<file path="src/rtl/stream_demux_n.sv">
// -----------------------------------------------------------------------------
// stream_demux_n
//
// Purpose
//   1-to-N demultiplexer for valid/ready streams. Each beat is steered to one
//   of CHANNELS output ports. Every output port has its own one-entry register
//   stage, so a consumer that stalls only blocks beats bound for its own
//   channel. Beats whose destination is out of range are accepted, discarded
//   and counted. In packet mode the destination is captured on the first beat
//   of a packet and held until the beat carrying in_last.
//
// Parameters
//   WIDTH        data bits per beat
//   CHANNELS     number of output channels (>= 2)
//   PACKET_MODE  1: route locked per packet; 0: every beat routed by in_sel
//   SEL_W        in_sel width; one spare bit so out-of-range codes exist
//
// Ports
//   clk        rising-edge clock
//   rst        asynchronous, active-high reset
//   in_valid   input beat valid
//   in_ready   input beat accepted when in_valid & in_ready (combinational)
//   in_data    input beat data
//   in_last    final beat of a packet
//   in_sel     destination channel index
//   out_valid  per-channel output valid
//   out_ready  per-channel consumer ready
//   out_data   channel c data in bits [c*WIDTH +: WIDTH]
//   out_last   per-channel last flag
//   drop_err   one-cycle pulse after a beat was discarded
//   drop_cnt   saturating count of discarded beats
// -----------------------------------------------------------------------------
module stream_demux_n #(
  parameter int unsigned WIDTH       = 8,
  parameter int unsigned CHANNELS    = 4,
  parameter bit          PACKET_MODE = 1'b1,
  parameter int unsigned SEL_W       = $clog2(CHANNELS) + 1
) (
  input  logic                      clk,
  input  logic                      rst,
  input  logic                      in_valid,
  output logic                      in_ready,
  input  logic [WIDTH-1:0]          in_data,
  input  logic                      in_last,
  input  logic [SEL_W-1:0]          in_sel,
  output logic [CHANNELS-1:0]       out_valid,
  input  logic [CHANNELS-1:0]       out_ready,
  output logic [CHANNELS*WIDTH-1:0] out_data,
  output logic [CHANNELS-1:0]       out_last,
  output logic                      drop_err,
  output logic [15:0]               drop_cnt
);

  typedef enum logic [0:0] {
    StIdle,
    StBusy
  } state_e;

  // Packet routing state
  state_e                          state_q;
  logic [SEL_W-1:0]                cur_sel_q;

  // Per-channel output register stage
  logic [CHANNELS-1:0]             valid_q;
  logic [CHANNELS-1:0][WIDTH-1:0]  data_q;
  logic [CHANNELS-1:0]             last_q;

  // Drop accounting
  logic                            drop_err_q;
  logic [15:0]                     drop_cnt_q;

  // Datapath decode
  logic [SEL_W-1:0]                eff_sel;
  logic                            route_ok;
  logic                            sel_ready;
  logic                            accept;
  logic [CHANNELS-1:0]             load;
  logic                            drop;

  // ---------------------------------------------------------------------------
  // Route decode. While a packet is open the latched select wins and in_sel is
  // ignored, so a producer may change in_sel freely mid-packet.
  // ---------------------------------------------------------------------------
  always_comb begin
    eff_sel = in_sel;
    if (PACKET_MODE && (state_q == StBusy)) begin
      eff_sel = cur_sel_q;
    end
    route_ok = (eff_sel < SEL_W'(CHANNELS));
  end

  // An out-of-range select matches no channel, so sel_ready stays 1 and the
  // beat is swallowed instead of stalling the producer.
  always_comb begin
    sel_ready = 1'b1;
    for (int c = 0; c < CHANNELS; c++) begin
      if (eff_sel == SEL_W'(c)) begin
        sel_ready = ~valid_q[c] | out_ready[c];
      end
    end
  end

  assign in_ready = sel_ready;
  assign accept   = in_valid & sel_ready;
  assign drop     = accept & ~route_ok;

  always_comb begin
    load = '0;
    for (int c = 0; c < CHANNELS; c++) begin
      load[c] = accept & route_ok & (eff_sel == SEL_W'(c));
    end
  end

  // ---------------------------------------------------------------------------
  // Output register stages. A load in the same cycle as a drain keeps valid
  // high, giving one beat per cycle per channel. Data and last only change on
  // a load, so they hold while the consumer stalls or the slot is empty.
  // ---------------------------------------------------------------------------
  always_ff @(posedge clk or posedge rst) begin
    if (rst) begin
      valid_q <= '0;
      data_q  <= '0;
      last_q  <= '0;
    end else begin
      for (int c = 0; c < CHANNELS; c++) begin
        if (load[c]) begin
          valid_q[c] <= 1'b1;
          data_q[c]  <= in_data;
          last_q[c]  <= in_last;
        end else if (valid_q[c] && out_ready[c]) begin
          valid_q[c] <= 1'b0;
        end
      end
    end
  end

  // ---------------------------------------------------------------------------
  // Discard accounting; the counter sticks at all-ones.
  // ---------------------------------------------------------------------------
  always_ff @(posedge clk or posedge rst) begin
    if (rst) begin
      drop_err_q <= 1'b0;
      drop_cnt_q <= '0;
    end else begin
      drop_err_q <= drop;
      if (drop && (drop_cnt_q != 16'hFFFF)) begin
        drop_cnt_q <= drop_cnt_q + 16'd1;
      end
    end
  end

  // ---------------------------------------------------------------------------
  // Packet FSM. Invalid selects are latched too, so every beat of a packet
  // aimed at a non-existent channel is dropped, not only the first one.
  // Without packet mode the FSM never leaves idle.
  // ---------------------------------------------------------------------------
  always_ff @(posedge clk or posedge rst) begin
    if (rst) begin
      state_q   <= StIdle;
      cur_sel_q <= '0;
    end else if (PACKET_MODE && accept) begin
      unique case (state_q)
        StIdle: begin
          if (!in_last) begin
            state_q   <= StBusy;
            cur_sel_q <= in_sel;
          end
        end
        StBusy: begin
          if (in_last) begin
            state_q <= StIdle;
          end
        end
        default: state_q <= StIdle;
      endcase
    end
  end

  assign out_valid = valid_q;
  assign out_data  = data_q;
  assign out_last  = last_q;
  assign drop_err  = drop_err_q;
  assign drop_cnt  = drop_cnt_q;

endmodule

</file>
<file path="config.mk">
export PLATFORM = sky130hd
export DESIGN_NAME = stream_demux_n
export DESIGN_NICKNAME = d
export VERILOG_FILES = /design/src/rtl/stream_demux_n.sv
export SDC_FILE = /design/constraint.sdc
export NUM_CORES = 1
export LEC_CHECK = 0
export BUFFER_PORTS_ARGS = -buffer_cell sky130_fd_sc_hd__buf_4
export CORE_AREA = 3 3 93 95
export CTS_CLUSTER_DIAMETER = 80
export DETAILED_ROUTE_END_ITERATION = 10
export DIE_AREA = 0 0 96 98
export HOLD_SLACK_MARGIN = 0.08
export SETUP_SLACK_MARGIN = 0.5
export SYNTH_ARGS = -nofsm -noshare
export SYNTH_HDL_FRONTEND = slang
export SYNTH_SLANG_ARGS = --single-unit
</file>
<file path="constraint.sdc">
create_clock -name clk -period 2.3 [get_ports clk]
set_input_delay 0.345 -clock clk [delete_from_list [all_inputs] [get_ports clk]]
set_output_delay 0.345 -clock clk [all_outputs]
set_load 0.01 [all_outputs]
</file>
==> run metrics, run 1 <==
Synth Area in Simple Gates 11.2%; grt ovf 0; post-synthesis register bit count 61; Hold Buf Count CTS 0; row count 32; Slew Limit Fails 0; vias in the first global route 2038; root buf cell clkbuf_8; Crit. End Element primary output; Non-Filler Instances 404; nets@finish 317; max_cap viols 0; Boundary Pins 77; first-pass GRT wire length 10500 µm; total core area 7810 µm²; critical path arrival 1.57 ns; Final Critical Period 1.91 ns; Remaining DRCs 0; Synth Flop Type dfrtp_1; largest net degree at the start of global routing 35; unrepaired setup endpoints after global routing yes; Port Buffers 76; Routed Antenna Nets 0; DP Cell Count 375; Compound-Gate Fraction of Synth Area 2.91%; Syn Nets 217; initial core utilization 35.3%; Ant. Diodes 0; CP required 1.96 ns; CP Max Fanout 6; count of unique library cells instantiated by Yosys 33; crit path max-delay cell type dfrtp_2; Syn Inst Count 197; Fin Hold WS 0.0869 ns; initial antenna violation count 0; Fin Setup TNS 0 ns; GP Congestion 0.775; endpoints failing setup 0; Worst Skew 0.0101 ns; multiplexer area fraction after synthesis 23.1%; share of cells above drive strength 1 58.6%; Pre-antenna DRT Iters 4; Setup CP Type flop to primary output; deepest clock path buffer count 2; Die H 98 µm; post-DP HPWL 4440 µm; Leak 0.00190 µW; CP max stage delay 0.45 ns; XOR/XNOR Fraction of Synth Area 4.13%; Final Worst Setup Slack 0.386 ns; clock sink count 61; CTS tree yes; area delta synth->final 40.3%; DRT iter0 DRCs 47; fmax 522 MHz; EDFF count, synth 0; Post-Synthesis Cell Area 2760 µm²; startpoint types flop; Pwr Total 4430 µW; CTS clk-pin slew, worst paths 0.07 ns; worst hold-check path type input pin to async pin; Clock Latency Late Sink 0.34 ns; overall global routing resource usage 14.5%; routed vias 1938; TritonCTS Buffers 9; Crit path top cell by count buf_4; # H-tree levels 3; DR vias/cell 4.80; Final Hold Vio Count 0; largest family of logic cells by synthesized area multiplexers; pre-CTS setup slack 0.290 ns; critical path cell sequence buf_4 -> nor3_1 -> a21oi_1 -> o22a_1 -> buf_4; Adder-Cell Fraction of Synth Area 0.454%; worst slew pin tran 0.645 ns; routed len/inst 16.2 µm; VDD IR max 0.437 mV; fin crit share 83.2%; Rel. slew slack 56.9%; yosys warns 0; total routed wirelength 6540 µm; Async SR Flop Fraction 100%; sequential element share of the synthesized area 55.4%; Chip Width 96 µm; Die ar. 9410 µm²; status completed; pwr dens 1150 nW/µm²; Avg Cell Area, Syn 14.0 µm²
[cells in the mapped netlist, types with 2 or more instances]
cell,instances,share of area (%)
buf_6,5,2.0
a31oi_1,2,0.45
dfrtp_1,61,55
nand4_1,7,1.6
or3_1,4,0.91
nor2b_1,4,0.91
xnor2_1,9,2.9
mux2_4,27,15
and3_1,5,1.1
nand2_1,6,0.82
nand3_1,7,1.3
xor2_1,4,1.3
mux2i_1,5,1.8
a21oi_1,2,0.36
nor2_1,4,0.54
nand2b_1,3,0.68
nor3_1,6,1.1
inv_1,3,0.41
mux2_2,16,6.5
and4_1,4,1.3
[repair_timing]
item,CTS,global route
pin swaps,3,5
gates cloned,0,1
endpoints found under the setup margin,47,53
buffers inserted,5,7
gates resized for setup,16,15
[final cells by class]
cell class	instances	area, µm²
sequential	61	1530
fill	695	3940
clock inverter	7	75.1
inverter	4	18.8
tap	102	128
clock buffer	9	124
multi-input combinational	126	1240
timing repair buffer	95	748
[cells in the final DEF (no fill, tap or decap), types with 5 or more instances in the layout]
master    instances
clkbuf_8          9
nand4_1           7
xnor2_1           9
dfrtp_1          58
mux2_4           30
buf_6             6
buf_4            88
nand3_1           7
or3_4             5
mux2_2           13
[routing by layer]
metal,GRT usage (%),vias up,share of wire [%]
li1,-,920,-
met1,19.1,948,46
met2,21.5,65,45
met3,6.70,5,7.7
met4,4.16,0,0.67
met5,0,-,0
[worst max-delay path: cells and delay by family (launching register included)]
family | cells | cell delay [ns]
simple gates | 1 | 0.15
flops | 1 | 0.45
compound gates | 2 | 0.30
buf+inv | 2 | 0.32
[cell families after synthesis]
logic type                 Yosys count
buffers and inverters               11
DFF                                 61
muxes                               48
adders and majority gates            1
xor gates and xnor gates            13
and+or+nand+nor                     53
AOI/OAI and AO/OA                   10
[flip-flops by register name (all words and copies together) (netlist names)]
register / count
state_q: 1
drop_cnt: 16
drop_err: 1
cur_sel_q: 3
out_valid: 4
out_last: 4
out_data: 32
[path summary, 6_finish.rpt]
kind	from	depth (start not counted)	end	slack [ns]
worst max-delay path	state_q	5	in_ready	0.39
worst min-delay path	rst	2	drop_cnt[6]	0.09
worst max register to register	state_q	8	cur_sel_q[1]	0.39
worst min register to register	out_data[30]	1	out_data[30]	0.51
max in group asynchronous	rst	3	drop_cnt[1]	1.62
min in group clk	in_last	2	state_q	0.24
[per-stage QoR]
| stage | utilization [%] | area, µm² |
|---|---|---|
| after floorplan | - | 2760 |
| after global placement | 44.3 | 3460 |
| after detailed placement | 44.3 | 3460 |
| after CTS | 48.1 | 3750 |
| after global routing | 49.5 | 3870 |
| final | 49.5 | 3870 |
[where the power goes]
group	switching, µW	leakage (µW)	internal [µW]
combinational	634	0.00105	1070
sequential	296	0.000756	1480
clock	453	0.0000918	503
total	1380	0.00190	3050
No activity file was read; power rests on OpenSTA's default activity.
==> run 2, diff against run 1 <==
==> constraint.sdc (replaced) <==
create_clock -name clk -period 1.8 [get_ports clk]
set_input_delay 0.27 -clock clk [delete_from_list [all_inputs] [get_ports clk]]
set_output_delay 0.27 -clock clk [all_outputs]
set_load 0.01 [all_outputs]
==> run metrics, run 2 (synthesis results as in run 1) <==
status finished with violations; failing checks setup timing; Worst Skew 0.00831 ns (-0.00179 ns); largest net degree at the start of global routing 41 (+17%); Remaining DRCs 0 (unchanged); RR Startpoint state_q; Rel. slew slack 65.5% (+8.6 points); Ant. Diodes 0 (unchanged); CTS tree yes; Hold Path Origin in_last; nets@finish 329 (+3.8%); Chip Width 96 µm (unchanged); commonest non-fill, non-tap cell in the layout buf_4; total routed wirelength 6710 µm (+2.5%); first-pass GRT wire length 10500 µm (-0.72%); max reg flops 32 (unchanged); CP required 1.53 ns (-0.43 ns); row count 32 (unchanged); GR peak layer met1; Pre-antenna DRT Iters 4 (unchanged); Final Worst Setup Slack -0.161 ns (-0.547 ns); overall global routing resource usage 14.4% (-0.12 points); TritonCTS Buffers 9 (unchanged); CP Max Fanout 5 (-1); Die ar. 9410 µm² (unchanged); Crit. End Element primary output; hold path depth 2; clock sink count 61 (unchanged); crit path max-delay cell type dfrtp_2; endpoints failing setup 37 (+37); Fin Hold WS 0.168 ns (+0.0815 ns); Setup CP Type flop to primary output; GR met2 Demand/Resource 20.0% (-1.4 points); vias in the first global route 2023 (-0.74%); total core area 7810 µm² (unchanged); GP Congestion 0.794 (+2.5%); flop-to-flop setup slack -0.14 ns (-0.53 ns); Worst Hold Endpoint state_q; unrepaired setup endpoints after global routing yes; Worst R2R End out_data[7]; Final Hold Vio Count 0 (unchanged); root buf cell clkbuf_8; Boundary Pins 77 (unchanged); most frequent cells in the layout 83 x buf_4, 56 x dfrtp_1, 32 x mux2_4, 22 x buf_6, 11 x mux2_2; fill cell count 684 (-1.6%); CP max stage delay 0.46 ns (about the same); fin crit share 109%; max_cap viols 0 (unchanged); worst hold-check path type input pin to flop; post-DP HPWL 4620 µm (+4.1%); DR vias/cell 4.77 (-0.48%); initial antenna violation count 0 (unchanged); fmax 510 MHz; Routed Antenna Nets 0 (unchanged); Port Buffers 76 (unchanged); routed vias 1986 (+2.5%); area delta synth->final 50.7%; worst slew pin tran 0.516 ns (-0.129 ns); FF-to-FF path depth 8 (unchanged); DP Cell Count 387 (+3.2%); met1 usage 20.5% (+1.4 points); deepest clock path buffer count 2 (unchanged); GR Util met3 5.78% (-0.92 points); pwr dens 1440 nW/µm² (+26%); routed len/inst 16.1 µm (-0.42%); pre-CTS setup slack -0.115 ns (-0.406 ns); Slew Limit Fails 0 (unchanged); Leak 0.00202 µW (+6.2%); Clock Latency Late Sink 0.34 ns (about the same); CTS clk-pin slew, worst paths 0.07 ns (about the same); critical path arrival 1.69 ns (+0.12 ns); Non-Filler Instances 416 (+3.0%); DRT iter0 DRCs 39 (-17%); critical path cell sequence buf_4 -> buf_4 -> a31oi_4 -> o22a_1 -> buf_6 -> buf_6; Die H 98 µm (unchanged); Final Critical Period 1.96 ns; share of cells above drive strength 1 65.0% (+6.4 points); grt ovf 0 (unchanged); VDD IR max 0.622 mV (+42%); # H-tree levels 3 (unchanged); startpoint types flop; initial core utilization 35.3% (unchanged)
run 2: cell types whose count changed in the layout (fill, tap and decap cells not counted), sizes merged:
cell / change
buf: +12
bufinv: +1
dlygate4sd3: +1
clkinv: +2
clkinvlp: -3
clkbuf: +1
or3: -1
inv: -1
run 2: through the flow:
stage | power [µW] | instance area [µm²] | setup TNS (ns) | utilization, %
after global routing | 6330 | 4150 | -5.21 | 53.2
after floorplan | 3380 | 2870 | 0 | -
final | 5970 | 4150 | -3.01 | 53.2
after CTS | 5950 | 4010 | -1.37 | 51.3
after detailed placement | 4490 | 3650 | -3.08 | 46.8
after global placement | 4450 | 3650 | -1.05 | 46.8
run 2: area by class of cell:
class / instances / area [µm²] / area share [%]
inverters: 4 / 21.3 / 0.512
well taps: 102 / 128 / 3.07
multi-input cells: 125 / 1340 / 32.3
flip-flops and latches: 61 / 1530 / 36.9
clock buffers: 10 / 128 / 3.07
repair buffers: 108 / 916 / 22.0
clock inverters: 6 / 87.6 / 2.11
run 2: worst max-delay path, delay by kind of cell (launching register included):
kind / cells / cell delay (ns)
compound gates: 2 / 0.39
buf+inv: 4 / 0.50
flops: 1 / 0.46
run 2: per-layer routing:
layer	part of all wire, %	up-vias
li1	-	933
met1	47	974
met2	45	73
met3	7.0	6
met4	1.1	0
met5	0	-
run 2: worst max-delay path by stage:
stage,from,endpoint,slack (ns)
final,state_q,in_ready,-0.16
after global placement,state_q,out_data[16],-0.05
after detailed placement,state_q,out_data[6],-0.12
after CTS,state_q,in_ready,-0.15
after global routing,state_q,in_ready,-0.24
after floorplan,state_q,cur_sel_q[0],0.05
run 2: report_power, final:
part	internal (µW)	total (µW)	leakage (µW)	switching (µW)
combinational	1500	2380	0.00115	878
sequential	1890	2270	0.000753	375
clock	779	1330	0.000110	552
run 2: repair_timing:
item                       CTS  global route
pin swaps                    8             8
hold buffers                 1             0
hold endpoints to repair    21             0
buffers inserted             4             7
setup endpoints to repair   65            67
gates cloned                 1             0
gates resized for setup     22            23
